==> src/rtl/sstl_tx_sequencer.sv <==
// Serialises parallel words MSB-first onto a tri-state pad, framing each burst
// with LEAD low cycles before and TRAIL low cycles after; the pad is released in IDLE.
module sstl_tx_sequencer #(
    parameter int WIDTH = 8,
    parameter int LEAD  = 2,
    parameter int TRAIL = 1
) (
    input  logic             CLK,
    input  logic             RST,
    input  logic [WIDTH-1:0] DIN,
    input  logic             DVALID,
    output logic             DREADY,
    output logic             O,
    output logic             T,
    output logic             BUSY
);

    localparam int            CW         = $clog2(WIDTH);
    localparam logic [CW-1:0] LAST_BIT   = CW'(WIDTH - 1);
    localparam logic [3:0]    LEAD_LOAD  = 4'((LEAD  > 0) ? LEAD  - 1 : 0);
    localparam logic [3:0]    TRAIL_LOAD = 4'((TRAIL > 0) ? TRAIL - 1 : 0);

    typedef enum logic [1:0] {S_IDLE, S_LEAD, S_DATA, S_TRAIL} state_t;

    state_t           state, state_n;
    logic [3:0]       phase_cnt, phase_cnt_n;
    logic [CW-1:0]    bit_cnt, bit_cnt_n;
    logic [WIDTH-1:0] shreg, shreg_n;
    logic             hs;

    // Gating with RST keeps a handshake from ever landing on a reset edge.
    assign DREADY = !RST && ((state == S_IDLE) || ((state == S_DATA) && (bit_cnt == LAST_BIT)));
    assign BUSY   = (state != S_IDLE);
    assign hs     = DVALID && DREADY;

    always_comb begin
        // NOTE: every variable gets a default before the case, so no path leaves one unassigned and no latch is inferred.
        state_n     = state;
        phase_cnt_n = phase_cnt;
        bit_cnt_n   = bit_cnt;
        shreg_n     = shreg;
        case (state)
            S_IDLE: begin
                if (hs) begin
                    shreg_n   = DIN;
                    bit_cnt_n = '0;
                    if (LEAD > 0) begin
                        state_n     = S_LEAD;
                        phase_cnt_n = LEAD_LOAD;
                    end else begin
                        state_n = S_DATA;
                    end
                end
            end
            S_LEAD: begin
                if (phase_cnt == 4'd0) state_n = S_DATA;
                else                   phase_cnt_n = phase_cnt - 4'd1;
            end
            S_DATA: begin
                if (bit_cnt == LAST_BIT) begin
                    if (hs) begin
                        // Back-to-back word: reload with no gap, lead or trail.
                        shreg_n   = DIN;
                        bit_cnt_n = '0;
                    end else if (TRAIL > 0) begin
                        state_n     = S_TRAIL;
                        phase_cnt_n = TRAIL_LOAD;
                    end else begin
                        state_n = S_IDLE;
                    end
                end else begin
                    bit_cnt_n = bit_cnt + CW'(1);
                    shreg_n   = {shreg[WIDTH-2:0], 1'b0};
                end
            end
            S_TRAIL: begin
                if (phase_cnt == 4'd0) state_n = S_IDLE;
                else                   phase_cnt_n = phase_cnt - 4'd1;
            end
            default: state_n = S_IDLE;
        endcase
    end

    // O and T are registered from next-state values so they line up with the state they describe.
    always_ff @(posedge CLK) begin
        // NOTE: sequential state uses non-blocking assignments so every flop samples pre-edge values.
        if (RST) begin
            state     <= S_IDLE;
            phase_cnt <= '0;
            bit_cnt   <= '0;
            shreg     <= '0;
            T         <= 1'b1;
            O         <= 1'b0;
        end else begin
            state     <= state_n;
            phase_cnt <= phase_cnt_n;
            bit_cnt   <= bit_cnt_n;
            shreg     <= shreg_n;
            T         <= (state_n == S_IDLE);
            O         <= (state_n == S_DATA) && shreg_n[WIDTH-1];
        end
    end

endmodule

==> config.mk <==
export PLATFORM = sky130hd
export DESIGN_NAME = sstl_tx_sequencer
export DESIGN_NICKNAME = d
export VERILOG_FILES = /design/src/rtl/sstl_tx_sequencer.sv
export SDC_FILE = /design/constraint.sdc
export NUM_CORES = 1
export LEC_CHECK = 0
export CORE_MARGIN = 5
export CORE_UTILIZATION = 56
export DETAILED_ROUTE_END_ITERATION = 8
export GPL_ROUTABILITY_DRIVEN = 0
export PLACE_DENSITY_LB_ADDON = 0.2
export REMOVE_ABC_BUFFERS = 1
export SLEW_MARGIN = 20
export SYNTH_ARGS = -nofsm -noshare
export SYNTH_HDL_FRONTEND = slang
export SYNTH_SLANG_ARGS = --single-unit
==> constraint.sdc <==
create_clock -name CLK -period 3.2 [get_ports CLK]
set_clock_uncertainty 0.05 [all_clocks]
set_input_delay 0.8 -clock CLK [delete_from_list [all_inputs] [get_ports CLK]]
set_output_delay 0.8 -clock CLK [all_outputs]
set_load 0.01 [all_outputs]
# Word level (Yosys, flattened, before mapping)
# Index checks and enable logic that the tools add are counted.
# totals
ff_bits,19
latch_bits,0
mem_bits_rw,0
rom_bits,0
inputBits,11
output_inout_bits,4
wordCells,48
mem_count,0
# classes
n_addsub,2
mul,0
n_div,0
order_cmp,0
n_eq_ne,9
shifts,0
mux,17
n_bitwise,0
reduce_logical,13
# ops
cell,n
two-way mux 4 bit,4
two-way mux 8 bit,2
one-hot mux 8 bit (2 select lines),1
one-hot mux 4 bit (3 select lines),1
two-way mux 2 bit,5
one-hot mux 2 bit (4 select lines),1
"== test 2 bit, second input constant",3
two-way mux 3 bit,2
"!= test 2 bit, second input constant",3
one-hot mux 3 bit (2 select lines),1
logical AND 1 bit,4
logical NOT 2 bit,2
logical NOT 4 bit,1
AND reduction 4 bit,1
nonzero test 2 bit,2
"subtractor 4 x 1 -> 4 bit, second input constant",1
"adder 3 x 1 -> 3 bit, second input constant",1
"== test 3 bit, second input constant",1
"== test 2 x 1 -> 1 bit, second input constant",1
"!= test 2 x 1 -> 1 bit, second input constant",1
OR reduction 2 bit,1
logical NOT 1 bit,1
logical OR 1 bit,1

# Logic depth before layout (Yosys ltp)
# depth
depth_word,10
depth_mapped,7
mapped_depth_nobuf,6

# Worst setup path before layout
# No wires, ideal clock.
# synth_path
path_kind,input -> output
start,input RST
end,output DREADY
arrival_ns,1.336
required_ns,2.350
setup_slack_ns,1.014
stages,2
n_path_buf,1
path_cell_list,clkbuf_1 nor3_1
# synth_between
elab_chain_cells,2
# synth_rtl
item,line_no,text
"start, declared",9,"input logic RST,"
logical NOT 1 bit,32,assign DREADY = !RST && ((state == S_IDLE) || ((state == S_DATA) && (bit_cnt == LAST_BIT)));
logical AND 1 bit,32,
"end, declared",12,"output logic DREADY,"
# No other way between the ends.

# Worst setup path after layout
# Ends and elaborated chain as after synthesis.

==> results.yml <==
worst_setup_path:
  crit_start: "RST"
  critPathMaxFanout: 2
  endpoint_kind: "output port"
  cpLargestDelayFamily: "buffers and inverters"
  crit_path_max_incr_delay_ns: 0.57
  r2r_start: "bit_cnt[0]"
  worst-path-buf-inv: 2
  path_cells: "clkdlybuf4s50_1, nor3_1, clkdlybuf4s50_1"
  critical_path_arrival_ns: 2.03
  crit_path_frequent_cell: "clkdlybuf4s50_1"
  critical_path_class: "primary input to output port"
  cp.required_ns: 2.35
  start_kind: "primary input"
  cp_slowest_cell: "clkdlybuf4s50_1"
placement:
  io_buffers: 14
  post-dp-hpwl_microns: 1420
  dp_cells: 150
  dp_slack_ns: 0.325
global_route:
  gr-total-overflow: 0
  grt_max_degree: 22
  antenna_found_initial: 0
  grt_pass1_vias: 782
  grt.total_usage_pct: 16.1
  grt_pass1_wl_microns: 3280
die:
  start_util_pct: 58.3
  die_x_microns: 52.4
  core_area_sq_um: 1730
  io_pins: 15
  rows: 15
  die_area_sq_um: 2740
  die_y_microns: 52.4
finish:
  fin_nets: 145
  diodes: 0
  stdcell_count: 154
  register_area_sq_um: 380
  drive_gt1_share_pct: 9.30
  fin_util_pct: 68.2
  area_growth_pct: 17.0
  multi_input_area_sq_um: 581
  fillers: 141
synth:
  synth-seq-cells: 19
  synth_area_sq_um: 1010
  synth_top_family_by_area: "simple AND/OR/NAND/NOR gates"
  syn_inst: 117
  yosysSeqAreaShare_pct: 37.8
  synth-adder-area-share_pct: 4.98
  synth-simple-area-share_pct: 29.0
  synth_compound_gate_area_share_pct: 21.9
  yosys_warnings: 0
  synth_xor_area_share_pct: 0.871
  muxShareOfSynthArea_pct: 0.995
  avgSynthCellArea_sq_um: 8.60
  yosys.cell_types.count: 37
power_and_ir_drop:
  powerDensity_nw_per_um2: 757
  p_sw_share_pct: 38.7
  p_clk_share_pct: 13.4
  p_seq_share_pct: 41.7
  leakagePower_nw: 0.442
  power.net_switching_uw: 345
  p_int_uw: 547
  ir_drop_mv: 0.392
  p_comb_share_pct: 44.9
route:
  wl_per_cell_microns: 12.3
  ant_nets: 0
  first_pass_iters: 4
  drt_iter0_markers: 25
  num_vias: 861
  viasPerCell: 5.59
  routed_wl_microns: 1900
  drc: 0
timing:
  slew_headroom_pct: 54.1
  hold_viol: 0
  max_freq_mhz: 348
  fin_ws_ns: 0.323
  setup_violations: 0
  tns_ns: 0
  slew_viol_final: 0
  hold-worst-slack_ns: 0.415
  max_slew.worst_pin.slew_ns: 0.687
  fin_crit_ns: 2.88
  rsz0062_at_grt: "no"
  post-route-period-util_pct: 89.9
cts:
  cts_max_path_buffers: 2
  cts_setup_buffers: 0
  numClockSinks: 19
  cts_tree: "yes"
  cts_made_buffers: 3
  root_buffer: "clkbuf_4"
  path_clk_slew_ns: 0.10
  htreeDepth: 1
  postCtsHoldBufs: 0
  post_cts_resized: 0
  clk_latency_ns: 0.29
job:
  cap_violations: 0
min_path:
  holdCritStartpoint: "shreg[2]"
  hp-class: "flip-flop to flip-flop"
run_status:
  outcome: "finished, final reports clean"
## metrics by stage
step | cell area (sq um) | power (mW)
2_1_floorplan | 972 | 0.660
3_3_place_gp | 1150 | 0.763
3_5_place_dp | 1150 | 0.780
4_1_cts | 1180 | 0.902
5_1_grt | 1180 | 0.972
6_report | 1180 | 0.892
## power groups by stage
stage	registers, mW	clock network [mW]	logic, mW
6_report	0.371	0.120	0.401
5_1_grt	0.384	0.136	0.452
4_1_cts	0.371	0.128	0.403
3_5_place_dp	0.377	0	0.403
3_3_place_gp	0.374	0	0.389
2_1_floorplan	0.363	0	0.297
## cell usage after synthesis, drive strengths merged
cell type | count | area (sq um)
nand2b | 5 | 31.3
a2bb2oi | 2 | 23.8
nor2b | 3 | 26.3
xor2 | 1 | 8.76
nor3b | 2 | 15.0
nor4 | 1 | 6.26
a2111oi | 1 | 27.5
clkbuf | 3 | 11.3
a211oi | 6 | 45.0
nor2 | 13 | 51.3
or3 | 3 | 18.8
or3b | 1 | 11.3
or2 | 1 | 6.26
and4bb | 1 | 12.5
ha | 4 | 50.1
nand2 | 11 | 41.3
o21ai | 4 | 20.0
a2111o | 1 | 11.3
or4b | 1 | 10.0
dfxtp | 19 | 380
mux2i | 1 | 10.0
a21o | 1 | 7.51
a31oi | 1 | 6.26
o31ai | 1 | 7.51
o211ai | 1 | 7.51
a21oi | 11 | 55.1
buf | 4 | 22.5
nor3 | 6 | 41.3
nand3 | 4 | 20.0
inv | 3 | 11.3
o41ai | 1 | 8.76
## tightest hold or removal path, delay by kind of cell (launching register included)
kind	cells	cell delay, ns
DFF	1	0.32
and+or+nand+nor	1	0.05
AOI/OAI and AO/OA	1	0.05
## area by class of cell
class / count / area share, %
Sequential cell: 19 / 32.3
Clock buffer: 4 / 2.23
Inverter: 3 / 0.956
Multi-Input combinational cell: 88 / 49.3
Tap cell: 25 / 2.66
Timing Repair Buffer: 15 / 12.5
## final timing paths
path / end / slack, ns / cells past startpoint
min reg2reg: shreg[2] / 0.42 / 2
max: DREADY / 0.32 / 3
max reg2reg: O / 1.35 / 6
min: shreg[2] / 0.42 / 2
## layout by cell type, fill, tap and decap left out, types with 3 or more instances in the layout
| cell | synthesis | layout |
|---|---|---|
| nor2_1 | 12 | 12 |
| nand2_1 | 11 | 11 |
| inv_1 | 3 | 3 |
| dfxtp_1 | 19 | 19 |
| or3_1 | 3 | 3 |
| a21oi_1 | 11 | 11 |
| ha_1 | 4 | 4 |
| nand2b_1 | 5 | 5 |
| nor3_1 | 5 | 5 |
| clkbuf_4 | 0 | 3 |
| a211oi_1 | 6 | 6 |
| clkdlybuf4s50_1 | 0 | 14 |
| nand3_1 | 4 | 4 |
## flip-flops by register name, summed over array words and instances (netlist names)
register   count
state          2
O              1
bit_cnt        3
T              1
phase_cnt      4
shreg          8
## kinds of logic after synthesis
family                     Yosys count
and+or+nand+nor                     52
AOI/OAI and AO/OA                   30
buffers and inverters               10
DFF                                 19
muxes                                1
adders and majority gates            4
xor gates and xnor gates             1
## layer usage
metal / share of wire (%) / wire length (microns) / up-vias / track usage (%)
met3: 6.3 / 119 / 4 / 2.56
met2: 44 / 832 / 23 / 24.0
met5: 0 / 0 / - / 0
li1: - / - / 444 / -
met4: 1.8 / 34 / 0 / 9.36
met1: 48 / 914 / 390 / 21.6
Note: power is estimated with default switching activity, not from simulation.
